--- config.mk ---
export PLATFORM = sky130hd
export DESIGN_NAME = ps2_host_tx_ctrl
export DESIGN_NICKNAME = d
export VERILOG_FILES = /design/src/rtl/ps2_host_tx_ctrl.sv
export SDC_FILE = /design/constraint.sdc
export NUM_CORES = 1
export LEC_CHECK = 0
export BUFFER_PORTS_ARGS = -buffer_cell sky130_fd_sc_hd__buf_4
export CAP_MARGIN = 20
export CORE_UTILIZATION = 64
export CTS_BUF_LIST = sky130_fd_sc_hd__clkbuf_16
export DETAILED_ROUTE_END_ITERATION = 6
export GPL_TIMING_DRIVEN = 1
export MAX_ROUTING_LAYER = met4
export PLACE_DENSITY = 0.81
export SLEW_MARGIN = 5
export SYNTH_ARGS = -nofsm -noshare
export SYNTH_HDL_FRONTEND = slang
export SYNTH_SLANG_ARGS = --single-unit
--- constraint.sdc ---
create_clock -name clk_i -period 3.9 [get_ports clk_i]
set_clock_uncertainty 0.1 [all_clocks]
set_input_delay 0 -clock clk_i [delete_from_list [all_inputs] [get_ports clk_i]]
set_output_delay 0 -clock clk_i [all_outputs]
set_load 0.02 [all_outputs]
--- src/rtl/ps2_host_tx_ctrl.sv ---
// PS/2 host-to-device transmit sequencer: clock inhibit, request-to-send, 10-bit
// shift-out on device clock falls, ACK check and final line-idle wait.
module ps2_host_tx_ctrl #(
  parameter int INHIBIT_CYC = 6000,
  parameter int RTS_CYC     = 20,
  parameter int TIMEOUT_CYC = 200000
) (
  input  logic       clk_i,
  input  logic       rst_i,
  input  logic       tx_valid_i,
  input  logic [7:0] tx_data_i,
  output logic       tx_ready_o,
  output logic       done_o,
  output logic       nack_o,
  output logic       tmo_o,
  output logic       rx_hold_o,
  input  logic       ps2_clk_i,
  input  logic       ps2_dat_i,
  output logic       ps2_clk_oe_o,
  output logic       ps2_dat_oe_o
);

  localparam int CNT_M1  = (INHIBIT_CYC > RTS_CYC) ? INHIBIT_CYC : RTS_CYC;
  localparam int CNT_MAX = (CNT_M1 > TIMEOUT_CYC) ? CNT_M1 : TIMEOUT_CYC;
  localparam int CNT_W   = ($clog2(CNT_MAX) < 1) ? 1 : $clog2(CNT_MAX);

  localparam logic [CNT_W-1:0] INH_LAST = CNT_W'(INHIBIT_CYC - 1);
  localparam logic [CNT_W-1:0] RTS_LAST = CNT_W'(RTS_CYC - 1);
  localparam logic [CNT_W-1:0] TMO_LAST = CNT_W'(TIMEOUT_CYC - 1);

  typedef enum logic [2:0] {
    S_IDLE, S_INHIBIT, S_RTS, S_SEND, S_ACK, S_WAIT_IDLE
  } state_t;

  state_t           r_state;
  logic [CNT_W-1:0] r_cnt;
  logic [3:0]       r_bit;
  logic [9:0]       r_frame;
  logic             r_clk_oe, r_dat_oe;
  logic             r_done, r_nack, r_tmo;
  logic             r_clk_s1, r_clk_s2, r_clk_dly;
  logic             r_dat_s1, r_dat_s2;
  logic             w_fall, w_accept;

  // Idle bus level is high, so the synchronizers reset high to avoid a phantom fall.
  always_ff @(posedge clk_i or posedge rst_i) begin
    if (rst_i) begin
      r_clk_s1  <= 1'b1;
      r_clk_s2  <= 1'b1;
      r_clk_dly <= 1'b1;
      r_dat_s1  <= 1'b1;
      r_dat_s2  <= 1'b1;
    end else begin
      r_clk_s1  <= ps2_clk_i;
      r_clk_s2  <= r_clk_s1;
      r_clk_dly <= r_clk_s2;
      r_dat_s1  <= ps2_dat_i;
      r_dat_s2  <= r_dat_s1;
    end
  end

  assign w_fall   = r_clk_dly & ~r_clk_s2;
  assign w_accept = tx_valid_i & tx_ready_o;

  always_ff @(posedge clk_i or posedge rst_i) begin
    if (rst_i) begin
      r_state  <= S_IDLE;
      r_cnt    <= '0;
      r_bit    <= '0;
      r_frame  <= '0;
      r_clk_oe <= 1'b0;
      r_dat_oe <= 1'b0;
      r_done   <= 1'b0;
      r_nack   <= 1'b0;
      r_tmo    <= 1'b0;
    end else begin
      r_done <= 1'b0;
      r_nack <= 1'b0;
      r_tmo  <= 1'b0;
      case (r_state)
        S_IDLE: begin
          r_clk_oe <= 1'b0;
          r_dat_oe <= 1'b0;
          if (w_accept) begin
            r_frame  <= {1'b1, ~^tx_data_i, tx_data_i};
            r_cnt    <= '0;
            r_bit    <= '0;
            r_clk_oe <= 1'b1;
            r_state  <= S_INHIBIT;
          end
        end
        S_INHIBIT: begin
          if (r_cnt == INH_LAST) begin
            r_cnt    <= '0;
            r_dat_oe <= 1'b1;
            r_state  <= S_RTS;
          end else begin
            r_cnt <= r_cnt + 1'b1;
          end
        end
        S_RTS: begin
          if (r_cnt == RTS_LAST) begin
            r_cnt    <= '0;
            r_bit    <= '0;
            r_clk_oe <= 1'b0;
            r_state  <= S_SEND;
          end else begin
            r_cnt <= r_cnt + 1'b1;
          end
        end
        // Frame shifts out LSB first; the start bit is already on the line from RTS.
        S_SEND: begin
          if (w_fall) begin
            r_cnt    <= '0;
            r_dat_oe <= ~r_frame[0];
            r_frame  <= {1'b0, r_frame[9:1]};
            r_bit    <= r_bit + 1'b1;
            if (r_bit == 4'd9) r_state <= S_ACK;
          end else if (r_cnt == TMO_LAST) begin
            r_tmo    <= 1'b1;
            r_dat_oe <= 1'b0;
            r_state  <= S_IDLE;
          end else begin
            r_cnt <= r_cnt + 1'b1;
          end
        end
        S_ACK: begin
          r_clk_oe <= 1'b0;
          r_dat_oe <= 1'b0;
          if (w_fall) begin
            r_cnt <= '0;
            if (r_dat_s2) begin
              r_nack  <= 1'b1;
              r_state <= S_IDLE;
            end else begin
              r_state <= S_WAIT_IDLE;
            end
          end else if (r_cnt == TMO_LAST) begin
            r_tmo   <= 1'b1;
            r_state <= S_IDLE;
          end else begin
            r_cnt <= r_cnt + 1'b1;
          end
        end
        S_WAIT_IDLE: begin
          r_clk_oe <= 1'b0;
          r_dat_oe <= 1'b0;
          if (r_clk_s2 && r_dat_s2) begin
            r_done  <= 1'b1;
            r_state <= S_IDLE;
          end else if (r_cnt == TMO_LAST) begin
            r_tmo   <= 1'b1;
            r_state <= S_IDLE;
          end else begin
            r_cnt <= r_cnt + 1'b1;
          end
        end
        default: begin
          r_clk_oe <= 1'b0;
          r_dat_oe <= 1'b0;
          r_state  <= S_IDLE;
        end
      endcase
    end
  end

  assign tx_ready_o   = (r_state == S_IDLE);
  assign rx_hold_o    = (r_state != S_IDLE);
  assign done_o       = r_done;
  assign nack_o       = r_nack;
  assign tmo_o        = r_tmo;
  assign ps2_clk_oe_o = r_clk_oe;
  assign ps2_dat_oe_o = r_dat_oe;

endmodule
==> impl_metrics.csv, run 1 <==
group,metric,value,unit
cells_and_area,drive_gt1_share,14.6,%
die,die-width,64.1,um
cells_and_area,nNetsFinal,323,
power_and_ir_drop,switchingPower,0.000764,W
grt,grt_max_degree,46,
cells_and_area,post-route-util,79.4,%
critical_path,worstSetupEndpointType,"flop",
critical_path,r2r.worst_path.cells,6,
synthesis,ys.flop_type,"dfrtp_1",
clocking,clock_path_buffers,2,
drt,vias_per_cell,6.42,
drt,wl_per_cell,16.7,um
power_and_ir_drop,p_leak,1.31,nW
grt,grt_pass1_wl,10300,um
sta,slew_viol_final,0,
power_and_ir_drop,p_sw_share,40.4,%
drt,drt-total-wl,5940,um
critical_path,critPathKind,"flop to flop",
synthesis,async_reset_ff_share,100,%
flow_run,drv_cap,0,
drt,drc,0,
cells_and_area,area_growth,18.6,%
die,core-area,3690,um^2
critical_path,r2r-start,"r_state[2]",
synthesis,yosysMostFrequentCell,"dfrtp_1",
drt,dr.pass1.iters,5,
power_and_ir_drop,powerDensity,645,nW/um^2
critical_path,path_cells,"and2_1 -> a211o_1 -> nor4_1 -> nand3_1 -> xor2_1 -> nor2_1",
synthesis,synth.avg_cell_area,9.05,um^2
critical_path,cp_slowest_cell,"nor4_1",
power_and_ir_drop,power.share.clock,21.1,%
grt,grt-ovfl-total,0,
critical_path,path_max_fanout,19,
sta,rsz0062_at_grt,"no",
sta,finalHoldViolCount,0,
sta,worstMarginPinSlew,0.638,ns
worst_hold_path,hold_depth,0,
die,initial_utilization,67.0,%
clocking,root_buffer,"clkbuf_16",
worst_hold_path,hold_class,"flop to flop",
synthesis,synth_common_cells,"dfrtp_1, nand2_1, o21ai_0",
power_and_ir_drop,max-vdd-ir-drop,0.439,mV
worst_hold_path,hold_start,"r_dat_s1",
place,hpwl,3800,um
die,die_h,64.1,um
critical_path,cpPeakStageDelay,0.66,ns
cells_and_area,n_antenna_cell,0,
grt,grt_usage,33.9,%
sta,tns,0,ns
power_and_ir_drop,power_frac_seq,36.6,%
synthesis,synth.top_cell.area_share,40.5,%
grt,antenna_found_initial,0,
drt,drt_iter0_drc,288,
die,dieArea,4110,um^2
clocking,cts_htree_levels,2,
die,io_pins,20,
clocking,clock_latency,0.29,ns
place,port_buffers,19,
power_and_ir_drop,intPower,0.00113,W
clocking,clk_pin_slew_worst_paths,0.06,ns
clocking,cts_sinks,45,
critical_path,startpoint_type,"flop",
outcome,outcome,"complete, no violations",
clocking,cts_setup_buffers,0,
synthesis,yosys.area.top_type,"dfrtp_1",
die,num_rows,22,
critical_path,cp.required,3.97,ns
synthesis,synthTopCellsByArea,"dfrtp_1, nand2_1, dfstp_2",
synthesis,yosysWarnings,0,
clocking,cts_tree,"yes",
sta,slew_headroom,57.1,%
synthesis,seq_area_frac_synth,45.8,%
synthesis,syn-instance-count,273,
sta,finalSetupViolCount,0,
power_and_ir_drop,comb_power_share,42.4,%
sta,fin_crit_sh,68.5,%
synthesis,syn-num-nets,289,
synthesis,yosys_register_bits,45,
sta,fmax,0.375,GHz
critical_path,arrival,2.74,ns
synthesis,yosys.cell_types.count,50,
clocking,cts-buffers-inserted,5,
drt,ant_nets,0,
place,globalplace.congestion,0.953,
grt,first_global_vias,2185,
sta,min_period,2.67,ns
synthesis,synth.cell_area,2470,um^2
synthesis,synth_edf_count,0,
drt,vias,2285,
critical_path,startpoint,"r_state[2]",
==> cells by family (layout without fill, tap and decap cells) <==
logic type,Yosys count,after routing,share of synthesized area (%)
AND/OR/NAND/NOR,115,115,23.3
AO/OA/AOI/OAI,69,69,17.8
flip-flops,45,45,45.8
buffers and inverters,18,53,2.84
XOR/XNOR,13,13,4.61
multiplexers,10,10,4.10
adder cells (fa/ha/maj),3,3,1.52
==> power by group through the flow <==
stage                     clock network, W  logic, W  registers [W]
after global routing              0.000412  0.000907       0.000708
after floorplan                          0  0.000601       0.000648
after detailed placement                 0  0.000757       0.000695
after CTS                         0.000397  0.000777       0.000688
final                             0.000398  0.000801       0.000691
after global placement                   0  0.000741       0.000689
==> stage by stage <==
step	instances	area, um^2	hold slack, ns	setup slack (ns)	total power (W)
after floorplan	273	2470	-0.0955	1.54	0.00125
after global placement	335	2670	0.00795	1.37	0.00143
after detailed placement	335	2670	0.0102	1.32	0.00145
after CTS	355	2920	0.257	1.30	0.00186
after global routing	356	2930	0.258	1.03	0.00203
final	356	2930	0.258	1.23	0.00189
==> timing repair <==
| item | CTS | global route |
|---|---|---|
| hold buffers | 12 | 0 |
| resized for setup | 0 | 0 |
| endpoints found under the hold margin | 53 | 0 |
==> cells in the final DEF (no fill, tap or decap), drive strengths merged, types with 9 or more instances in the layout <==
master,instances
inv,11
dlygate4sd3,12
nand3,14
mux2i,9
dfrtp,40
nor2,22
o21ai,25
buf,24
a21oi,16
nand2,36
==> flip-flops by register name, indices dropped and copies added, names as in the netlist, 3 cells and up <==
| signal | count |
|---|---|
| r_cnt | 18 |
| r_frame | 10 |
| r_bit | 4 |
| r_state | 3 |
==> path summary, 6_finish.rpt <==
check                        endpoint  slack, ns
setup / recovery            r_cnt[17]       1.23
hold / removal               r_dat_s2       0.26
setup reg to reg            r_cnt[17]       1.23
hold reg to reg              r_dat_s2       0.26
max in group asynchronous  r_frame[1]       2.97
min in group asynchronous   r_cnt[14]       0.34
==> worst max-delay path: cells and delay by family, from the launching register on <==
| family | cells | cell delay, ns |
|---|---|---|
| AOI/OAI and AO/OA | 1 | 0.49 |
| xor gates and xnor gates | 1 | 0.17 |
| DFF | 1 | 0.57 |
| and+or+nand+nor | 4 | 1.21 |
==> layout make-up <==
class | instances | area (um^2)
clock inverter | 3 | 11.3
clock buffer | 5 | 125
timing repair buffer | 36 | 300
inverter | 9 | 33.8
fill | 258 | 758
sequential | 45 | 1130
multi-input combinational | 210 | 1270
tap | 48 | 60.1
==> layer usage <==
layer / part of all wire, % / GRT usage (%) / vias up
li1: - / - / 1057
met1: 41 / 42.9 / 1094
met2: 50 / 54.4 / 122
met3: 7.2 / 6.79 / 12
met4: 1.8 / 11.9 / 0
met5: 0 / - / -
No activity file was read; power rests on OpenSTA's default activity.
==> run 2: changes to the inputs <==
- CORE_UTILIZATION: 64 -> 54
- PLACE_DENSITY: 0.81 -> 0.73
- clock period: 3.9 -> 2.2 ns (I/O delays scaled with it)
==> run 2 against run 1 <==
Against the previous run:
- the run now ends with negative setup slack left
- core utilization down 0.62 points
- total power up 120%
- cell count up 15%
- design area up 18%
- sequential cell count unchanged
- non-clock buffer count up 49
- first-iteration DRC count up 13%
- critical endpoint is now r_cnt[5]
==> impl_metrics.csv, run 2 (synthesis results as in run 1) <==
group,metric,value,unit
critical_path,path_cells,"or3_4 -> or4_4 -> o31ai_4 -> o211ai_1 -> a41oi_1 -> a31oi_1",
critical_path,worstSetupEndpointType,"flop",
grt,use_met2,41.3,%
sta,rsz0062_at_grt,"yes",
clocking,clk_pin_slew_worst_paths,0.06,ns
cells_and_area,final_cell_mix,"buf_4, dfrtp_1, nand2_1",
cells_and_area,nNetsFinal,372,
drt,vias_per_cell,6.11,
drt,drc,0,
critical_path,startpoint,"r_cnt[15]",
cells_and_area,n_antenna_cell,0,
die,io_pins,20,
critical_path,cp.required,2.26,ns
power_and_ir_drop,p_leak,1.57,nW
grt,grtUsageMet1,42.7,%
die,die_h,69.6,um
place,dp_cells,381,
cells_and_area,seqCellArea,1130,um^2
clocking,cts-buffers-inserted,5,
clocking,root_buffer,"clkbuf_16",
sta,slew_viol_final,0,
grt,busiest_layer,"met1",
cells_and_area,nFillCells,291,
place,dpl_cell_area,3000,um^2
power_and_ir_drop,comb_power_share,51.7,%
critical_path,r2r.worst_path.cells,6,
cells_and_area,multiInputGateArea,1380,um^2
clocking,clock_path_buffers,2,
clocking,clock_latency,0.29,ns
sta,finalHoldViolCount,0,
die,core-area,4380,um^2
cells_and_area,largestRegisters,"r_cnt x18, r_frame x10, r_bit x4",
sta,finalSetupViolCount,15,
cells_and_area,largest-register,"r_cnt",
critical_path,cpLargestDelayFamily,"compound AO/OA/AOI/OAI gates",
cells_and_area,drive_gt1_share,33.9,%
grt,grt_pass1_wl,11000,um
power_and_ir_drop,switchingPower,0.00164,W
power_and_ir_drop,power_frac_seq,29.8,%
sta,fmax,0.437,GHz
power_and_ir_drop,powerDensity,1180,nW/um^2
grt,antenna_found_initial,0,
sta,hold_ws,0.240,ns
outcome,outcome,"complete, but fails checks",
drt,drt-total-wl,7100,um
drt,drt_iter0_drc,324,
sta,worstMarginPinSlew,0.846,ns
die,die-width,69.6,um
clocking,cts_sinks,45,
flow_run,drv_cap,0,
grt,use_met3,5.96,%
grt,first_global_vias,2272,
cells_and_area,area_growth,39.9,%
critical_path,cp_slowest_cell,"or4_4",
drt,ant_nets,0,
grt,grt_max_degree,25,
place,hpwl,4510,um
power_and_ir_drop,intPower,0.00243,W
critical_path,path_max_fanout,5,
critical_path,startpoint_type,"flop",
sta,min_period,2.29,ns
die,dieArea,4850,um^2
place,globalplace.congestion,1.01,
worst_hold_path,hold_class,"input pin to async pin",
grt,grt_usage,30.2,%
grt,grt-ovfl-total,0,
sta,slew_headroom,43.2,%
drt,vias,2500,
sta,worst_slack,-0.0905,ns
critical_path,r2r-start,"r_cnt[15]",
clocking,cts_tree,"yes",
power_and_ir_drop,max-vdd-ir-drop,0.779,mV
power_and_ir_drop,p_sw_share,40.3,%
die,initial_utilization,56.3,%
outcome,failed_checks,"negative setup slack",
critical_path,reg2reg_to,"r_cnt[5]",
drt,dr.pass1.iters,5,
critical_path,r2r_setup_slack,-0.09,ns
place,port_buffers,19,
drt,wl_per_cell,17.4,um
critical_path,crit_buf_inv,0,
critical_path,crit_path_end,"r_cnt[5]",
sta,fin_crit_sh,104,%
clocking,cts_htree_levels,2,
critical_path,cp.depth,6,
die,num_rows,24,
cells_and_area,final_common_cell,"buf_4",
cells_and_area,stdcell_area,3460,um^2
critical_path,cpPeakStageDelay,0.44,ns
cells_and_area,finalNonFillerCells,409,
cells_and_area,largest_reg_flops,18,
critical_path,critPathKind,"flop to flop",
power_and_ir_drop,power.share.clock,18.6,%
critical_path,arrival,2.35,ns
## run 2: cell types whose count changed in the layout (fill, tap and decap cells not counted), moves of 5 or more
| cell | change |
|---|---|
| buf_4 | +45 |
| a21oi_1 | -6 |
| a21oi_2 | +6 |
| o21ai_0 | -5 |
## run 2: area by class of cell
cell class | count | area share (%)
multi-input combinational | 210 | 39.9
sequential | 45 | 32.8
clock buffer | 5 | 3.62
clock inverter | 3 | 0.652
tap | 52 | 1.88
timing repair buffer | 85 | 20.1
inverter | 9 | 0.978
## run 2: worst min path at each step
| stage | from | to | cells past startpoint |
|---|---|---|---|
| 2_1_floorplan | ps2_clk_i | r_clk_s1 | 0 |
| 3_3_place_gp | ps2_dat_i | r_dat_s1 | 1 |
| 3_5_place_dp | rst_i | r_cnt[3] | 2 |
| 4_1_cts | rst_i | r_cnt[3] | 3 |
| 5_1_grt | ps2_clk_i | r_clk_s1 | 2 |
| 6_report | rst_i | r_cnt[3] | 3 |
## run 2: through the flow
step           setup TNS [ns]  worst slack, ns  utilization [%]  total power [W]
6_report               -0.812          -0.0905             78.8          0.00407
5_1_grt                 -1.93           -0.217             78.8          0.00427
4_1_cts                -0.463          -0.0675             75.4          0.00374
3_5_place_dp           -0.677           -0.116             68.5          0.00288
3_3_place_gp           -0.151          -0.0510             68.5          0.00284
2_1_floorplan         -0.0255          -0.0255                -          0.00222
## run 2: repair_timing
action	in CTS	in global routing
hold endpoints to repair	33	0
buffers inserted	2	6
endpoints found under the setup margin	17	26
hold buffers	12	0
gates cloned	0	0
pin swaps	9	19
gates resized for setup	7	29
## run 2: power groups by stage
stage | sequential (W) | combinational (W) | clock, W
6_report | 0.00121 | 0.00210 | 0.000756
5_1_grt | 0.00123 | 0.00226 | 0.000784
4_1_cts | 0.00119 | 0.00179 | 0.000753
3_5_place_dp | 0.00121 | 0.00167 | 0
3_3_place_gp | 0.00120 | 0.00163 | 0
2_1_floorplan | 0.00115 | 0.00107 | 0
## run 2: tightest hold or removal path, delay by kind of cell
| family | cells | cell delay [ns] |
|---|---|---|
| buffers and inverters | 3 | 1.11 |
## run 2: layer usage
layer	part of all wire, %	up-vias
li1	-	1150
met1	44	1203
met2	46	131
met3	7.9	16
met4	2.5	0
met5	0	-
